File: src/rtl/alu_capture_pkg.sv
// alu_capture_pkg
//   Shared constants and types for the ALU result capture block.
//   DATA_W                 width of the upstream result bus w
//   DEFAULT_DEPTH          default FIFO entries (power of two, >= 2)
//   DEFAULT_SETTLE_CYCLES  default unchanged samples before settled (1..15)
//   CNT_W                  width of change_cnt and of the stable timer
package alu_capture_pkg;

    localparam int DATA_W                = 6;
    localparam int DEFAULT_DEPTH         = 4;
    localparam int DEFAULT_SETTLE_CYCLES = 3;
    localparam int CNT_W                 = 4;

    typedef enum logic [1:0] {
        IDLE    = 2'd0,
        TRACK   = 2'd1,
        SETTLED = 2'd2
    } cap_state_e;

endpackage

File: src/rtl/alu_result_capture_fifo.sv
// result_fifo
//   Small synchronous FIFO holding captured result values.
//   Pointers carry one extra wrap bit to tell full from empty.
//   A push into a full FIFO is accepted when a pop happens on the same
//   edge, because the pop frees the slot being written.
// Ports:
//   clk, reset          clock, asynchronous active-high reset
//   push, push_data     write request and value
//   push_accepted       push was stored (not dropped)
//   pop                 consumer accept; ignored while empty
//   out_data, out_valid head value and non-empty flag
module result_fifo #(
    parameter int W     = 6,
    parameter int DEPTH = 4
) (
    input  logic         clk,
    input  logic         reset,
    input  logic         push,
    input  logic [W-1:0] push_data,
    output logic         push_accepted,
    input  logic         pop,
    output logic [W-1:0] out_data,
    output logic         out_valid
);

    localparam int AW = $clog2(DEPTH);
    localparam logic [AW:0] PTR_ONE = {{AW{1'b0}}, 1'b1};

    logic [W-1:0] mem [DEPTH];
    logic [AW:0]  wr_ptr;
    logic [AW:0]  rd_ptr;
    logic         empty;
    logic         full;
    logic         pop_ok;

    assign empty  = (wr_ptr == rd_ptr);
    assign full   = (wr_ptr[AW] != rd_ptr[AW]) && (wr_ptr[AW-1:0] == rd_ptr[AW-1:0]);
    assign pop_ok = pop && !empty;

    assign push_accepted = push && (!full || pop_ok);
    assign out_data      = mem[rd_ptr[AW-1:0]];
    assign out_valid     = !empty;

    always_ff @(posedge clk or posedge reset) begin
        if (reset) begin
            wr_ptr <= '0;
            rd_ptr <= '0;
            for (int i = 0; i < DEPTH; i++) begin
                mem[i] <= '0;
            end
        end else begin
            if (push_accepted) begin
                mem[wr_ptr[AW-1:0]] <= push_data;
                wr_ptr              <= wr_ptr + PTR_ONE;
            end
            if (pop_ok) begin
                rd_ptr <= rd_ptr + PTR_ONE;
            end
        end
    end

endmodule

File: src/rtl/alu_result_capture.sv
// alu_result_capture
//   Watches the result bus of controller_ALU_0to8, queues every new value
//   for a valid/ready consumer, flags when the bus has stopped changing and
//   flags values lost to a full queue.
// Ports:
//   clk, reset              clock, asynchronous active-high reset
//   en                      sample enable
//   w_in                    upstream result bus
//   out_data, out_valid     queue head and non-empty flag
//   out_ready               consumer accepts head
//   settled                 bus unchanged for SETTLE_CYCLES enabled samples
//   overflow                sticky: a new value was dropped
//   change_cnt              values queued since reset, saturating at 15
//
// state   | meaning
// --------+------------------------------------------------------------
// IDLE    | no baseline yet; next enabled sample is always queued
// TRACK   | baseline held, waiting for SETTLE_CYCLES unchanged samples
// SETTLED | bus stable; settled=1 until the next change
module alu_result_capture
    import alu_capture_pkg::*;
#(
    parameter int W             = DATA_W,
    parameter int DEPTH         = DEFAULT_DEPTH,
    parameter int SETTLE_CYCLES = DEFAULT_SETTLE_CYCLES
) (
    input  logic             clk,
    input  logic             reset,
    input  logic             en,
    input  logic [W-1:0]     w_in,
    output logic [W-1:0]     out_data,
    output logic             out_valid,
    input  logic             out_ready,
    output logic             settled,
    output logic             overflow,
    output logic [CNT_W-1:0] change_cnt
);

    localparam logic [CNT_W-1:0] CNT_ONE     = {{(CNT_W-1){1'b0}}, 1'b1};
    localparam logic [CNT_W-1:0] CNT_MAX     = '1;
    localparam logic [CNT_W-1:0] SETTLE_LOAD = CNT_W'(SETTLE_CYCLES);

    cap_state_e       state;
    logic [W-1:0]     prev;
    // Down-counter of unchanged samples still needed before settling;
    // parks at zero once settled, so it cannot wrap.
    logic [CNT_W-1:0] settle_left;
    logic             changed;
    logic             push;
    logic             pop;
    logic             push_accepted;

    assign changed = (w_in != prev);
    assign push    = en && ((state == IDLE) || changed);
    assign pop     = out_valid && out_ready;

    result_fifo #(
        .W     (W),
        .DEPTH (DEPTH)
    ) u_fifo (
        .clk           (clk),
        .reset         (reset),
        .push          (push),
        .push_data     (w_in),
        .push_accepted (push_accepted),
        .pop           (pop),
        .out_data      (out_data),
        .out_valid     (out_valid)
    );

    always_ff @(posedge clk or posedge reset) begin
        if (reset) begin
            state       <= IDLE;
            prev        <= '0;
            settle_left <= '0;
            settled     <= 1'b0;
            overflow    <= 1'b0;
            change_cnt  <= '0;
        end else begin
            if (push && !push_accepted) begin
                overflow <= 1'b1;
            end
            if (push_accepted && (change_cnt != CNT_MAX)) begin
                change_cnt <= change_cnt + CNT_ONE;
            end

            // prev follows w_in even when the push is dropped, so a held
            // value is not reported again once space frees up.
            if (en) begin
                case (state)
                    IDLE: begin
                        prev <= w_in;
                        if (SETTLE_CYCLES == 1) begin
                            settle_left <= '0;
                            state       <= SETTLED;
                            settled     <= 1'b1;
                        end else begin
                            settle_left <= SETTLE_LOAD;
                            state       <= TRACK;
                        end
                    end
                    TRACK: begin
                        if (changed) begin
                            prev        <= w_in;
                            settle_left <= SETTLE_LOAD;
                        end else if (settle_left <= CNT_ONE) begin
                            settle_left <= '0;
                            state       <= SETTLED;
                            settled     <= 1'b1;
                        end else begin
                            settle_left <= settle_left - CNT_ONE;
                        end
                    end
                    SETTLED: begin
                        if (changed) begin
                            prev        <= w_in;
                            settle_left <= SETTLE_LOAD;
                            state       <= TRACK;
                            settled     <= 1'b0;
                        end
                    end
                    default: begin
                        state   <= IDLE;
                        settled <= 1'b0;
                    end
                endcase
            end
        end
    end

endmodule

File: config.mk
export PLATFORM = sky130hd
export DESIGN_NAME = alu_result_capture
export DESIGN_NICKNAME = d
export VERILOG_FILES = /design/src/rtl/alu_capture_pkg.sv /design/src/rtl/alu_result_capture_fifo.sv /design/src/rtl/alu_result_capture.sv
export SDC_FILE = /design/constraint.sdc
export NUM_CORES = 1
export LEC_CHECK = 0
export ABC_CLOCK_PERIOD_IN_PS = 5100
export BUFFER_PORTS_ARGS = -buffer_cell sky130_fd_sc_hd__buf_2
export CORE_MARGIN = 1
export CORE_UTILIZATION = 40
export DETAILED_ROUTE_END_ITERATION = 7
export GPL_ROUTABILITY_DRIVEN = 0
export MAX_ROUTING_LAYER = met4
export SLEW_MARGIN = 20
export SYNTH_ARGS = -nofsm -noshare
export SYNTH_HDL_FRONTEND = slang
export SYNTH_HIERARCHICAL = 1
export SYNTH_SLANG_ARGS = --single-unit
export TNS_END_PERCENT = 30
File: constraint.sdc
create_clock -name clk -period 5.1 [get_ports clk]
set_input_delay 0.51 -clock clk [delete_from_list [all_inputs] [get_ports clk]]
set_output_delay 0.51 -clock clk [all_outputs]
set_load 0.005 [all_outputs]
* Word-level counts from Yosys, hierarchy flattened
Cells that the tools add are included.
** Operators by class
- Add/sub/neg operators :: 4
- $lt $le $gt $ge :: 4
- Equal/unequal tests :: 11
- Multiplexer cells :: 20
- Bitwise gates (word level) :: 3
- Reductions and logical operators :: 21
** Operators with widths (number)
- $bwmux W24 :: 1
- $mux W6 :: 4
- $bmux W6 S2 :: 1
- $demux W6 S2 :: 1
- $mux W4 :: 3
- $pmux W4 S3 :: 1
- $pmux W6 S2 :: 1
- $logic_and A1 B1 Y1 :: 8
- $add A3 B1 Y3 const B :: 2
- $ge A3 B3 Y1 const B :: 2
- $mux W2 :: 3
- $ne A2 B2 Y1 const B :: 3
- $ne A6 B6 Y1 :: 1
- $not A2 Y3 :: 2
- $pmux W2 S3 :: 1
- $reduce_and A3 Y1 :: 2
- $reduce_and A5 Y1 :: 1
- $add A4 B1 Y4 const B :: 1
- $le A4 B1 Y1 const B :: 1
- $ne A4 B4 Y1 const B :: 1
- $reduce_and A4 Y1 :: 1
- $sub A4 B1 Y4 const B :: 1
- $eq A3 B3 Y1 :: 1
- $logic_not A1 Y1 :: 3
- other kinds (14) :: 17
** Storage, ports and cells
- Bits in registers :: 48
- Output and inout port bits :: 13

* Depth between registers and ports, before layout
Gate-level depths: netlist of run 1.
- Depth after elaboration :: 8
- Mapped depth :: 10
- Mapped depth without buffers :: 9

* Cells and area by module
Netlist of run 1, hierarchy kept.
** By module, submodules not included
- result_fifo :: instances 1, cells an instance 97, area each 1555.2 um2, sequential area each 750.7 um2
- alu_result_capture :: instances 1, cells an instance 99, area each 1048.5 um2, sequential area each 450.4 um2

* Worst setup path after synthesis of run 1
Ideal clock, no wire load.
- Path type :: register -> register
- From :: reg u_fifo.rd_ptr[0]
- To :: reg change_cnt[1]
- Arrival :: 2.678 ns
- Data required time :: 4.975 ns
- Setup slack :: 2.297 ns
- Cell stages (with the launch flop) :: 10
- Buffers on the path :: 2
- Clock period less this slack :: 2.803 ns
- Path through :: dfrtp_1 buf_4 xor2_2 or3_1 and2_1 buf_1 o41ai_2 inv_1 nand2_1 mux2_2
** On the way
- Cells in the longest elaborated chain, start to end :: 7
- Elaborated cells on any way between the ends :: 10
- Classes of those cells :: 2 x eq/ne; 8 x reduce/logical
** Ends and longest elaborated chain
- start: declaration :: RTL line alu_result_capture_fifo.sv:31 : logic [AW:0] rd_ptr;
- start signal: assignment :: RTL line alu_result_capture_fifo.sv:57 : rd_ptr <= rd_ptr + PTR_ONE;
- $eq A3 B3 Y1 :: RTL line alu_result_capture_fifo.sv:36 : assign empty = (wr_ptr == rd_ptr);
- $logic_not A1 Y1 :: RTL line alu_result_capture_fifo.sv:42 : assign out_valid = !empty;
- net out_valid :: RTL line alu_result_capture.sv:32 : output logic out_valid,
- $logic_and A1 B1 Y1 :: RTL line alu_result_capture.sv:55 : assign pop = out_valid && out_ready;
- net pop :: RTL line alu_result_capture.sv:50 : logic pop;
- $logic_and A1 B1 Y1 :: RTL line alu_result_capture_fifo.sv:38 : assign pop_ok = pop && !empty;
- $logic_or A1 B1 Y1 :: RTL line alu_result_capture_fifo.sv:40 : assign push_accepted = push && (!full || pop_ok);
- $logic_and A1 B1 Y1 :: RTL line alu_result_capture_fifo.sv:40
- net push_accepted :: RTL line alu_result_capture.sv:51 : logic push_accepted;
- $logic_and A1 B1 Y1 :: RTL line alu_result_capture.sv:83 : if (push_accepted && (change_cnt != CNT_MAX)) begin
- end signal: assignment :: RTL line alu_result_capture.sv:84 : change_cnt <= change_cnt + CNT_ONE;
- end: declaration :: RTL line alu_result_capture.sv:36 : output logic [CNT_W-1:0] change_cnt
The timed path passes the listed nets, and every way through them passes these cells.
A chain may end at the register's enable or synchronous reset.

* Worst setup path after layout of run 1
- From :: reg u_fifo.rd_ptr[0]
- To :: reg change_cnt[1]
** On the way
- Cells in the longest elaborated chain, start to end :: 7
- Elaborated cells on any way between the ends :: 10
- Classes of those cells :: 2 x eq/ne; 8 x reduce/logical
** Ends and longest elaborated chain (RTL line)
- $eq A3 B3 Y1 :: alu_result_capture_fifo.sv:36
- $logic_not A1 Y1 :: alu_result_capture_fifo.sv:42
- $logic_and A1 B1 Y1 :: alu_result_capture.sv:55
- net pop :: alu_result_capture.sv:50
- $logic_and A1 B1 Y1 :: alu_result_capture_fifo.sv:38
- $logic_or A1 B1 Y1 :: alu_result_capture_fifo.sv:40
- $logic_and A1 B1 Y1 :: alu_result_capture_fifo.sv:40
- net push_accepted :: alu_result_capture.sv:51
- $logic_and A1 B1 Y1 :: alu_result_capture.sv:83
The timed path passes the listed nets, and every way through them passes these cells.

==> summary.txt, run 1 <==
Final min period: 3.069 ns
Final ANT Viol Nets: 0
Clock Path Buffers: 2
Critical Path AT: 3.26 ns
1st-iter DRT viols: 23
core area: 6314 um^2
Util after Layout: 46.45%
top-level port count: 23
post_cts resized: 0
die height: 82.68 um
post-route DRC violation count: 0
post-detail-place hpwl: 3308 um
Worst Hold Class: in2async
layout cells sized above 1: 34.82%
Fin. Hold Viols: 0
Clock Pin Slew Worst Setup and Hold Paths: 0.09 ns
n_diodes: 0
worst-margin pin slew: 0.6978 ns
port bufs: 22
Worst Clk Skew: 0.009577 ns
Post-synth EDFFs: 0
Yosys cell types: 41
fill count: 591
Synth top area share: 46.13%
CTS buffer count: 5
Multi-input gate area: 1331 um^2
RSZ-0062 raised after global routing: false
Area Overhead vs Synth: 12.64%
r2r setup slk: 2.03 ns
setup bufs post-CTS: 0
Final Slew Violations: 0
CP max FO: 9
CP delay by family, top: simple AND/OR/NAND/NOR gates
final setup TNS: 0 ns
CTS tree: done
H-tree lvl count: 2
Max VDD drop: 279.4 uV
Starting Density: 41.24%
cell breakdown of the critical path: xor2_2 > or3_1 > and2_1 > o41ai_2 > inv_1 > nand2_1 > mux2_2
Yosys reg bits: 48
CTS sink cnt: 48
hold buffer count at CTS: 0
leading post-synthesis cells by cell area: dfrtp_1 (46%), mux2_2 (12%), ha_1 (5.8%)
clock latency on the worst-skew pair: 0.30 ns
Synth Net Count: 218
asr flop ratio synth: 100.0%
P_leak: 0.001250 uW
grt total ovfl: 0
pin count of the biggest net entering global routing: 31
Pwr Total: 1794 uW
synth warn: 6
Final Cycle Share: 60.18%
Final nets: 245
CTS root buf: clkbuf_8
Critical path buffers and inverters: 1
Routed WL: 4483 um
Post-synth top cells: dfrtp_1 (48), mux2_2 (27), inv_1 (13)
Worst slew margin: 53.43%
Slowest Stage Delay on Critical Path: 0.70 ns
vias in the first global route: 1655
Critical Path Source Type: flip-flop
row count: 29
die width: 82.68 um
count leader, synth: dfrtp_1
Avg Cell Area, Syn: 13.28 um^2
Via Count: 1582
mean routed wirelength per cell: 14.89 um
maxcap violations: 0
Cell Area, Synth: 2604 um^2
vias per inst: 5.256
synthesized instance count: 196
# setup viols final: 0
sequential cell area: 1201 um^2
Crit-path slowest cell: dfrtp_1
initial antenna violation count: 0
Yosys top cell by area: dfrtp_1
router iterations before antenna repair: 4
Peak Freq: 325.8 MHz
top_reg_cell synth: dfrtp_1
pwr dens: 611.7 nW/um^2
die footprint: 6836 um^2
total global-route track usage: 15.38%
kind of critical path: reg2reg
first-pass GRT wire length: 7769 um
Worst Path Required: 5.29 ns
status: completed
Setup crit end kind: flip-flop
register area share after synthesis: 46.13%
cell families (layout without fill, tap and decap cells):
kind of cell,count (synthesis),after routing,synth area share (%)
AOI/OAI and AO/OA,33,33,12.54
xor gates and xnor gates,14,14,5.574
adders and majority gates,12,12,5.766
buffers and inverters,16,44,2.739
DFF,48,48,46.13
muxes,40,40,20.18
and+or+nand+nor,33,33,7.064
report_power, final:
part	switching [uW]	internal, uW
Clock	130	197
Sequential	148	546
Combinational	370	401
flip-flops by register name, indices dropped and copies added (netlist names):
signal / cells
change_cnt: 4
overflow: 1
prev: 6
settle_left: 4
settled: 1
state: 2
u_fifo/mem: 24
u_fifo/rd_ptr: 3
u_fifo/wr_ptr: 3
tightest hold or removal path, cell delays in order:
cell and delay (ns):
buf_2 0.10, inv_1 0.04, buf_4 0.34
path summary, 6_finish.rpt:
check | startpoint | end | cells after the start
min | reset | u_fifo/wr_ptr[1] | 3
min in group clk | overflow | overflow | 1
max reg2reg | u_fifo/rd_ptr[0] | change_cnt[1] | 7
max in group asynchronous | reset | prev[3] | 2
min reg2reg | overflow | overflow | 1
max | u_fifo/rd_ptr[0] | change_cnt[1] | 7
metal layers:
metal	wire length [um]	track usage, %	part of all wire (%)
met1	2321	20.69	52
met2	1986	23.69	44
met3	137	3.297	3.1
met4	38	3.621	0.85
met5	0	-	0
stage by stage:
step	hold slack [ns]	area, um^2	worst slack [ns]	std cells
after floorplan	0.4486	2604	2.297	196
after global placement	0.4414	2795	2.063	293
after detailed placement	0.4492	2795	2.007	293
after CTS	0.2820	2933	1.994	301
after global routing	0.2946	2933	1.812	301
final	0.2763	2933	2.031	301
layout make-up:
class	count	area share, %
Clock inverter	3	2.346
Inverter	13	1.664
Timing Repair Buffer	23	4.010
Tap cell	77	3.285
Multi-Input combinational cell	132	45.39
Clock buffer	5	2.346
Sequential cell	48	40.96
cell usage in the layout (no fill, tap or decap), types with 2 or more instances in the layout:
master,instances
a21oi_1,3
a31oi_1,3
and2_1,5
buf_2,22
bufinv_16,2
clkbuf_8,5
dfrtp_1,48
ha_1,12
inv_1,13
mux2_1,5
mux2_2,27
mux2_4,2
mux4_2,6
nand2_1,7
nand2b_1,3
nand3_1,2
nand4_1,2
nor2_1,4
nor3_1,3
nor4_1,2
o21a_1,2
o21ai_0,6
o21ai_1,2
o31ai_1,4
o41ai_2,2
o41ai_4,4
or3_1,2
xnor2_1,10
xor2_2,2
(Power assumes the default switching activity.)
==> inputs of run 2 (changes only) <==
- ABC_AREA: unset -> 1
- ABC_CLOCK_PERIOD_IN_PS: 5100 -> 2700
- clock period: 5.1 -> 2.7 ns (I/O delays scaled with it)
==> run 2 against run 1 <==
Effect of this change: cell area increased by 0.38%; fmax up 37%; non-clock buffer count grew 4; sequential power increased by 78%; largest power group unchanged; register-to-register slack got worse by 1.6 ns.
==> summary.txt, run 2 <==
Worst Path Required: 2.89 ns (-2.40 ns)
initial antenna violation count: 0 (unchanged)
hold buffer count at CTS: 0 (unchanged)
asr flop ratio synth: 100.0% (unchanged)
Final ANT Viol Nets: 0 (unchanged)
worst-margin pin slew: 0.7176 ns (+0.01989 ns)
top-level port count: 23 (unchanged)
Post-synth top cells: nand2_1 (127), dfrtp_1 (48), inv_1 (32)
Final min period: 2.241 ns (-0.8284 ns)
Post-synth EDFFs: 0 (unchanged)
CTS buffer count: 5 (unchanged)
Worst Clk Skew: 0.009093 ns (-0.0004846 ns)
Peak Freq: 446.3 MHz (+37%)
most frequent cells in the layout: nand2_1 (127), dfrtp_1 (48), inv_1 (32), nand4_1 (29), buf_2 (22)
leading post-synthesis cells by cell area: dfrtp_1 (45%), nand2_1 (18%), nand4_1 (6.8%)
Worst slew margin: 52.10% (-1.3 points)
Area Overhead vs Synth: 10.42%
fill count: 659 (+12%)
n_diodes: 0 (unchanged)
core area: 6386 um^2 (+1.1%)
1st-iter DRT viols: 83 (+260%)
status: completed
die footprint: 6996 um^2 (+2.3%)
Via Count: 2279 (+44%)
Reg2Reg Depth: 15 (+8)
CTS sink cnt: 48 (unchanged)
Critical Path AT: 2.43 ns (-0.83 ns)
Synth top area share: 45.05% (-1.1 points)
kind of critical path: reg2reg
Synth Area in Adders: 5.631% (-0.14 points)
Slowest Stage Delay on Critical Path: 0.50 ns (-0.20 ns)
Final Cycle Share: 82.99% (+23 points)
Routed WL: 5966 um (+33%)
Critical Path Stages: 15 (+8)
cell breakdown of the critical path: inv_2 > nand2_1 > nand2_1 > nor2_2 > nand2_1 > nand2_1 > inv_1 > nor2_1 > nand2_1 > nand2_1 > inv_1 > nand2_1 > inv_1 > nand4_1 > xnor2_1
synthesized instance count: 343 (+75%)
Synth Area in Compound Gates: 7.039% (-5.5 points)
commonest non-fill, non-tap cell in the layout: nand2_1
Top reg by flops: u_fifo/mem
CTS root buf: clkbuf_8
CP max FO: 10 (+1)
Critical Path Source Type: flip-flop
Post-Synth Simple-Gate Area: 33.08% (+26 points)
Final nets: 388 (+58%)
pin count of the biggest net entering global routing: 31 (unchanged)
P_leak: 0.001558 uW (+25%)
post-detail-place hpwl: 4333 um (+31%)
pwr dens: 1056 nW/um^2 (+73%)
Post-Synth XOR/XNOR Area: 1.971% (-3.6 points)
die width: 83.65 um (+1.2%)
final setup TNS: 0 ns (unchanged)
mean routed wirelength per cell: 13.44 um (-9.8%)
grt total ovfl: 0 (unchanged)
vias per inst: 5.133 (-2.3%)
Setup crit end kind: flip-flop
vias in the first global route: 2222 (+34%)
Clock Path Buffers: 2 (unchanged)
setup bufs post-CTS: 0 (unchanged)
Yosys reg bits: 48 (unchanged)
top_reg_cell synth: dfrtp_1
post_cts resized: 0 (unchanged)
count leader, synth: nand2_1
fin cells: 444 (+48%)
post-synthesis mux area share: 0% (-20 points)
port bufs: 22 (unchanged)
Cell Area, Synth: 2666 um^2 (+2.4%)
Critical path buffers and inverters: 4 (+3)
Top cell by count, worst path: nand2_1
max FFs per register: 24 (unchanged)
Largest regs: u_fifo/mem: 24 flops, prev: 6 flops
CTS tree: done
maxcap violations: 0 (unchanged)
Yosys cell types: 24 (-41%)
Worst Hold Class: in2async
CP delay by family, top: simple AND/OR/NAND/NOR gates
row count: 29 (unchanged)
H-tree lvl count: 2 (unchanged)
RSZ-0062 raised after global routing: false
first-pass GRT wire length: 10380 um (+34%)
layout cells sized above 1: 13.35% (-21 points)
register area share after synthesis: 45.05% (-1.1 points)
placed cells: 436 (+49%)
# setup viols final: 0 (unchanged)
Final Slew Violations: 0 (unchanged)
Yosys top cell by area: dfrtp_1
Fin. Hold Viols: 0 (unchanged)
Max VDD drop: 508.2 uV (+82%)
die height: 83.65 um (+1.2%)
largest family of logic cells by synthesized area: simple AND/OR/NAND/NOR gates
synth warn: 6 (unchanged)
Avg Cell Area, Syn: 7.773 um^2 (-41%)
Synth Net Count: 365 (+67%)
post-route DRC violation count: 0 (unchanged)
clock latency on the worst-skew pair: 0.30 ns (about the same)
router iterations before antenna repair: 4 (unchanged)
Clock Pin Slew Worst Setup and Hold Paths: 0.09 ns (about the same)
Starting Density: 41.75% (+0.51 points)
total global-route track usage: 19.02% (+3.6 points)
Crit-path slowest cell: dfrtp_1
run 2: changes by cell type after synthesis, sizes merged, moves of 11 or more:
cell	previous run	this run
nand4	3	29
nand3	2	13
nor2	5	24
nand2	7	128
o21ai	8	23
mux2	34	0
inv	13	33
run 2: cells by family (layout without fill, tap and decap cells):
group,after synthesis,after routing
AO/OA/AOI/OAI,35,35
XOR/XNOR,6,6
adder cells (fa/ha/maj),12,12
buffers and inverters,45,69
flip-flops,48,48
AND/OR/NAND/NOR,197,197
run 2: cell type report:
class	count	area (um^2)	area share [%]
Multi-Input combinational cell	250	1276	43.35
Clock buffer	7	86.33	2.932
Inverter	34	128.9	4.377
Timing Repair Buffer	27	147.6	5.015
Sequential cell	48	1201	40.80
Clock inverter	1	7.507	0.2550
Tap cell	77	96.34	3.272
run 2: path summary, 6_finish.rpt:
kind | start | endpoint | slack (ns)
setup / recovery | u_fifo/rd_ptr[1] | change_cnt[3] | 0.46
hold / removal | reset | u_fifo/wr_ptr[2] | 0.05
setup reg to reg | u_fifo/rd_ptr[1] | change_cnt[3] | 0.46
hold reg to reg | u_fifo/mem[10] | u_fifo/mem[10] | 0.47
max in group asynchronous | reset | settle_left[2] | 2.16
min in group clk | w_in[2] | u_fifo/mem[20] | 0.29
run 2: power by group:
part / switching, uW / internal (uW) / total (uW)
logic: 874 / 547 / 1420
registers: 228 / 1010 / 1240
clock network: 237 / 208 / 445
run 2: routing by layer:
metal	up-vias	share of wire [%]	global-route usage, %
met2	47	47	31.34
met1	1065	47	24.18
met4	0	1.5	5.855
li1	1157	-	-
met5	-	0	-
met3	10	3.7	2.967
run 2: worst register-to-register path, stage by stage (launching register included):
cell     delay [ns]
dfrtp_1        0.50
inv_2          0.14
nand2_1        0.06
nand2_1        0.08
nor2_2         0.05
nand2_1        0.11
nand2_1        0.07
inv_1          0.10
nor2_1         0.06
nand2_1        0.19
nand2_1        0.15
inv_1          0.16
nand2_1        0.14
inv_1          0.10
nand4_1        0.10
xnor2_1        0.14
run 2: through the flow:
step	util, %	cell area (um^2)	power, uW	setup slack, ns	hold WS [ns]
6_report	46.10	2944	3109	0.4594	0.04591
5_1_grt	46.10	2944	3422	0.1920	0.08593
4_1_cts	46.10	2944	3147	0.4439	0.05644
3_5_place_dp	44.63	2850	2690	0.4741	0.3843
3_3_place_gp	44.63	2850	2649	0.6166	0.3806
2_1_floorplan	-	2666	2257	0.6086	0.2086
==> inputs of run 3 (changes only) <==
- ABC_CLOCK_PERIOD_IN_PS: 2700 -> 1900
- clock period: 2.7 -> 1.9 ns (I/O delays scaled with it)
==> run 3 against run 2 <==
Effect of this change: total power is 47% higher; clock skew is 0.0043 ns lower; setup slack worse by 0.28 ns; sequential share of layout area is 1.6 points lower; largest power group unchanged; highest routed layer unchanged.
==> summary.txt, run 3 (same netlist as run 2, synthesis figures left out) <==
most frequent cells in the layout: nand2_1 (125), dfrtp_1 (48), inv_1 (31), nand4_1 (29), buf_2 (22)
Peak Freq: 581.8 MHz (+30%)
Routed WL: 6148 um (+3.1%)
pin count of the biggest net entering global routing: 31 (unchanged)
Area Overhead vs Synth: 14.78%
P_leak: 0.001625 uW (+4.3%)
pwr dens: 1490 nW/um^2 (+41%)
Largest regs: u_fifo/mem: 24 flops, prev: 6 flops
Clock Path Buffers: 2 (unchanged)
Critical Path AT: 1.91 ns (-0.52 ns)
CTS buffer count: 5 (unchanged)
Top reg by flops: u_fifo/mem
Clock Pin Slew Worst Setup and Hold Paths: 0.08 ns (about the same)
n_diodes: 0 (unchanged)
Top cell by count, worst path: inv_1
# setup viols final: 0 (unchanged)
Worst Clk Skew: 0.004832 ns (-0.004260 ns)
vias in the first global route: 2228 (+0.27%)
Final ANT Viol Nets: 0 (unchanged)
RSZ-0062 raised after global routing: true
layout cells sized above 1: 16.62% (+3.3 points)
die footprint: 6996 um^2 (unchanged)
post-detail-place hpwl: 4527 um (+4.5%)
Worst Path Required: 2.09 ns (-0.80 ns)
CTS sink cnt: 48 (unchanged)
Final Slew Violations: 0 (unchanged)
met2 GRT Util: 31.78% (+0.44 points)
Worst slew margin: 52.97% (+0.86 points)
M3 GR Usage: 3.660% (+0.69 points)
grt total ovfl: 0 (unchanged)
die height: 83.65 um (unchanged)
core area: 6386 um^2 (unchanged)
Setup crit end kind: flip-flop
status: completed
total global-route track usage: 19.35% (+0.33 points)
maxcap violations: 0 (unchanged)
port bufs: 22 (unchanged)
initial antenna violation count: 0 (unchanged)
Crit-path slowest cell: dfrtp_1
Util after Layout: 47.92% (+1.8 points)
H-tree lvl count: 2 (unchanged)
Via Count: 2275 (-0.18%)
Pwr Total: 4560 uW (+47%)
Final min period: 1.719 ns (-0.5217 ns)
post-route DRC violation count: 0 (unchanged)
vias per inst: 4.989 (-2.8%)
CP max FO: 4 (-6)
Min Hold Slack: 0.2231 ns (+0.1772 ns)
CTS root buf: clkbuf_8
max FFs per register: 24 (unchanged)
Multi-input gate area: 1289 um^2 (+0.98%)
first-pass GRT wire length: 10540 um (+1.5%)
clock latency on the worst-skew pair: 0.29 ns (about the same)
commonest non-fill, non-tap cell in the layout: nand2_1
router iterations before antenna repair: 4 (unchanged)
CTS tree: done
kind of critical path: reg2reg
die width: 83.65 um (unchanged)
Max VDD drop: 760.7 uV (+50%)
Top Usage Layer GRT: met2
mean routed wirelength per cell: 13.48 um (+0.34%)
Worst Hold Class: in2reg
worst-margin pin slew: 0.7047 ns (-0.01293 ns)
fill count: 633 (-3.9%)
Starting Density: 41.75% (unchanged)
row count: 29 (unchanged)
Final nets: 401 (+3.4%)
met1 usage: 24.94% (+0.76 points)
Slowest Stage Delay on Critical Path: 0.42 ns (-0.08 ns)
Fin. Hold Viols: 0 (unchanged)
cell breakdown of the critical path: inv_1 > ha_1 > inv_1 > a21oi_4 > nand2_2 > inv_2 > nand2_1 > buf_4 > o21bai_1 > inv_1
Critical Path Source Type: flip-flop
sequential cell area: 1201 um^2 (unchanged)
Final Cycle Share: 90.47% (+7.5 points)
1st-iter DRT viols: 148 (+78%)
top-level port count: 23 (unchanged)
## run 3: cell types whose count changed in the layout (fill, tap and decap cells not counted)
cell,previous run,this run
clkinvlp_4,1,0
buf_12,0,1
inv_1,32,31
clkinv_2,1,2
buf_8,0,1
nand2_2,1,3
clkbuf_8,6,5
a21oi_4,0,1
inv_2,1,2
dlygate4sd3_1,0,1
buf_4,5,15
a21oi_2,1,0
nand2_1,127,125
## run 3: worst paths after layout
kind / to / cells past startpoint / start / slack (ns)
worst max-delay path: change_cnt[2] / 10 / state[0] / 0.18
worst min-delay path: u_fifo/mem[12] / 3 / w_in[0] / 0.22
worst max register to register: change_cnt[2] / 10 / state[0] / 0.18
worst min register to register: u_fifo/mem[16] / 2 / u_fifo/mem[16] / 0.47
max in group asynchronous: prev[5] / 3 / reset / 0.89
min in group asynchronous: u_fifo/mem[12] / 4 / reset / 0.54
## run 3: final cells by class
type,count,share of cell area (%)
Multi-Input combinational cell,250,42.11
Sequential cell,48,39.25
Timing Repair Buffer,40,8.749
Inverter,34,4.211
Tap cell,77,3.148
Clock buffer,6,2.371
Clock inverter,1,0.1635
## run 3: critical path, delay by kind of cell, from the launching register on
family / cells / cell delay [ns]
buffers and inverters: 5 / 0.49
adder cells (fa/ha/maj): 1 / 0.22
AO/OA/AOI/OAI: 2 / 0.33
AND/OR/NAND/NOR: 2 / 0.16
flip-flops: 1 / 0.42
## run 3: what timing repair did
item	CTS	global route
hold buffers	1	0
buffers inserted	0	1
endpoints found under the setup margin	0	28
endpoints found under the hold margin	30	0
resized for setup	0	6
## run 3: power by group
part	switching [uW]	internal [uW]	total (uW)
registers	286	1440	1730
clock network	322	251	573
logic	1330	932	2260
## run 3: routing by layer
layer  share of wire (%)  up-vias
li1                    -     1185
met1                  49     1046
met2                  48       40
met3                 2.6        4
met4                0.83        0
met5                   0        -
## run 3: stage by stage
| step | worst slack (ns) | cell area [um^2] | setup TNS [ns] | std cells |
|---|---|---|---|---|
| after floorplan | 0.004863 | 2670 | 0 | 343 |
| after global placement | 0.1523 | 2945 | 0 | 447 |
| after detailed placement | 0.1326 | 2945 | 0 | 447 |
| after CTS | 0.1095 | 3033 | 0 | 455 |
| after global routing | -0.01407 | 3060 | -0.01407 | 456 |
| final | 0.1811 | 3060 | 0 | 456 |
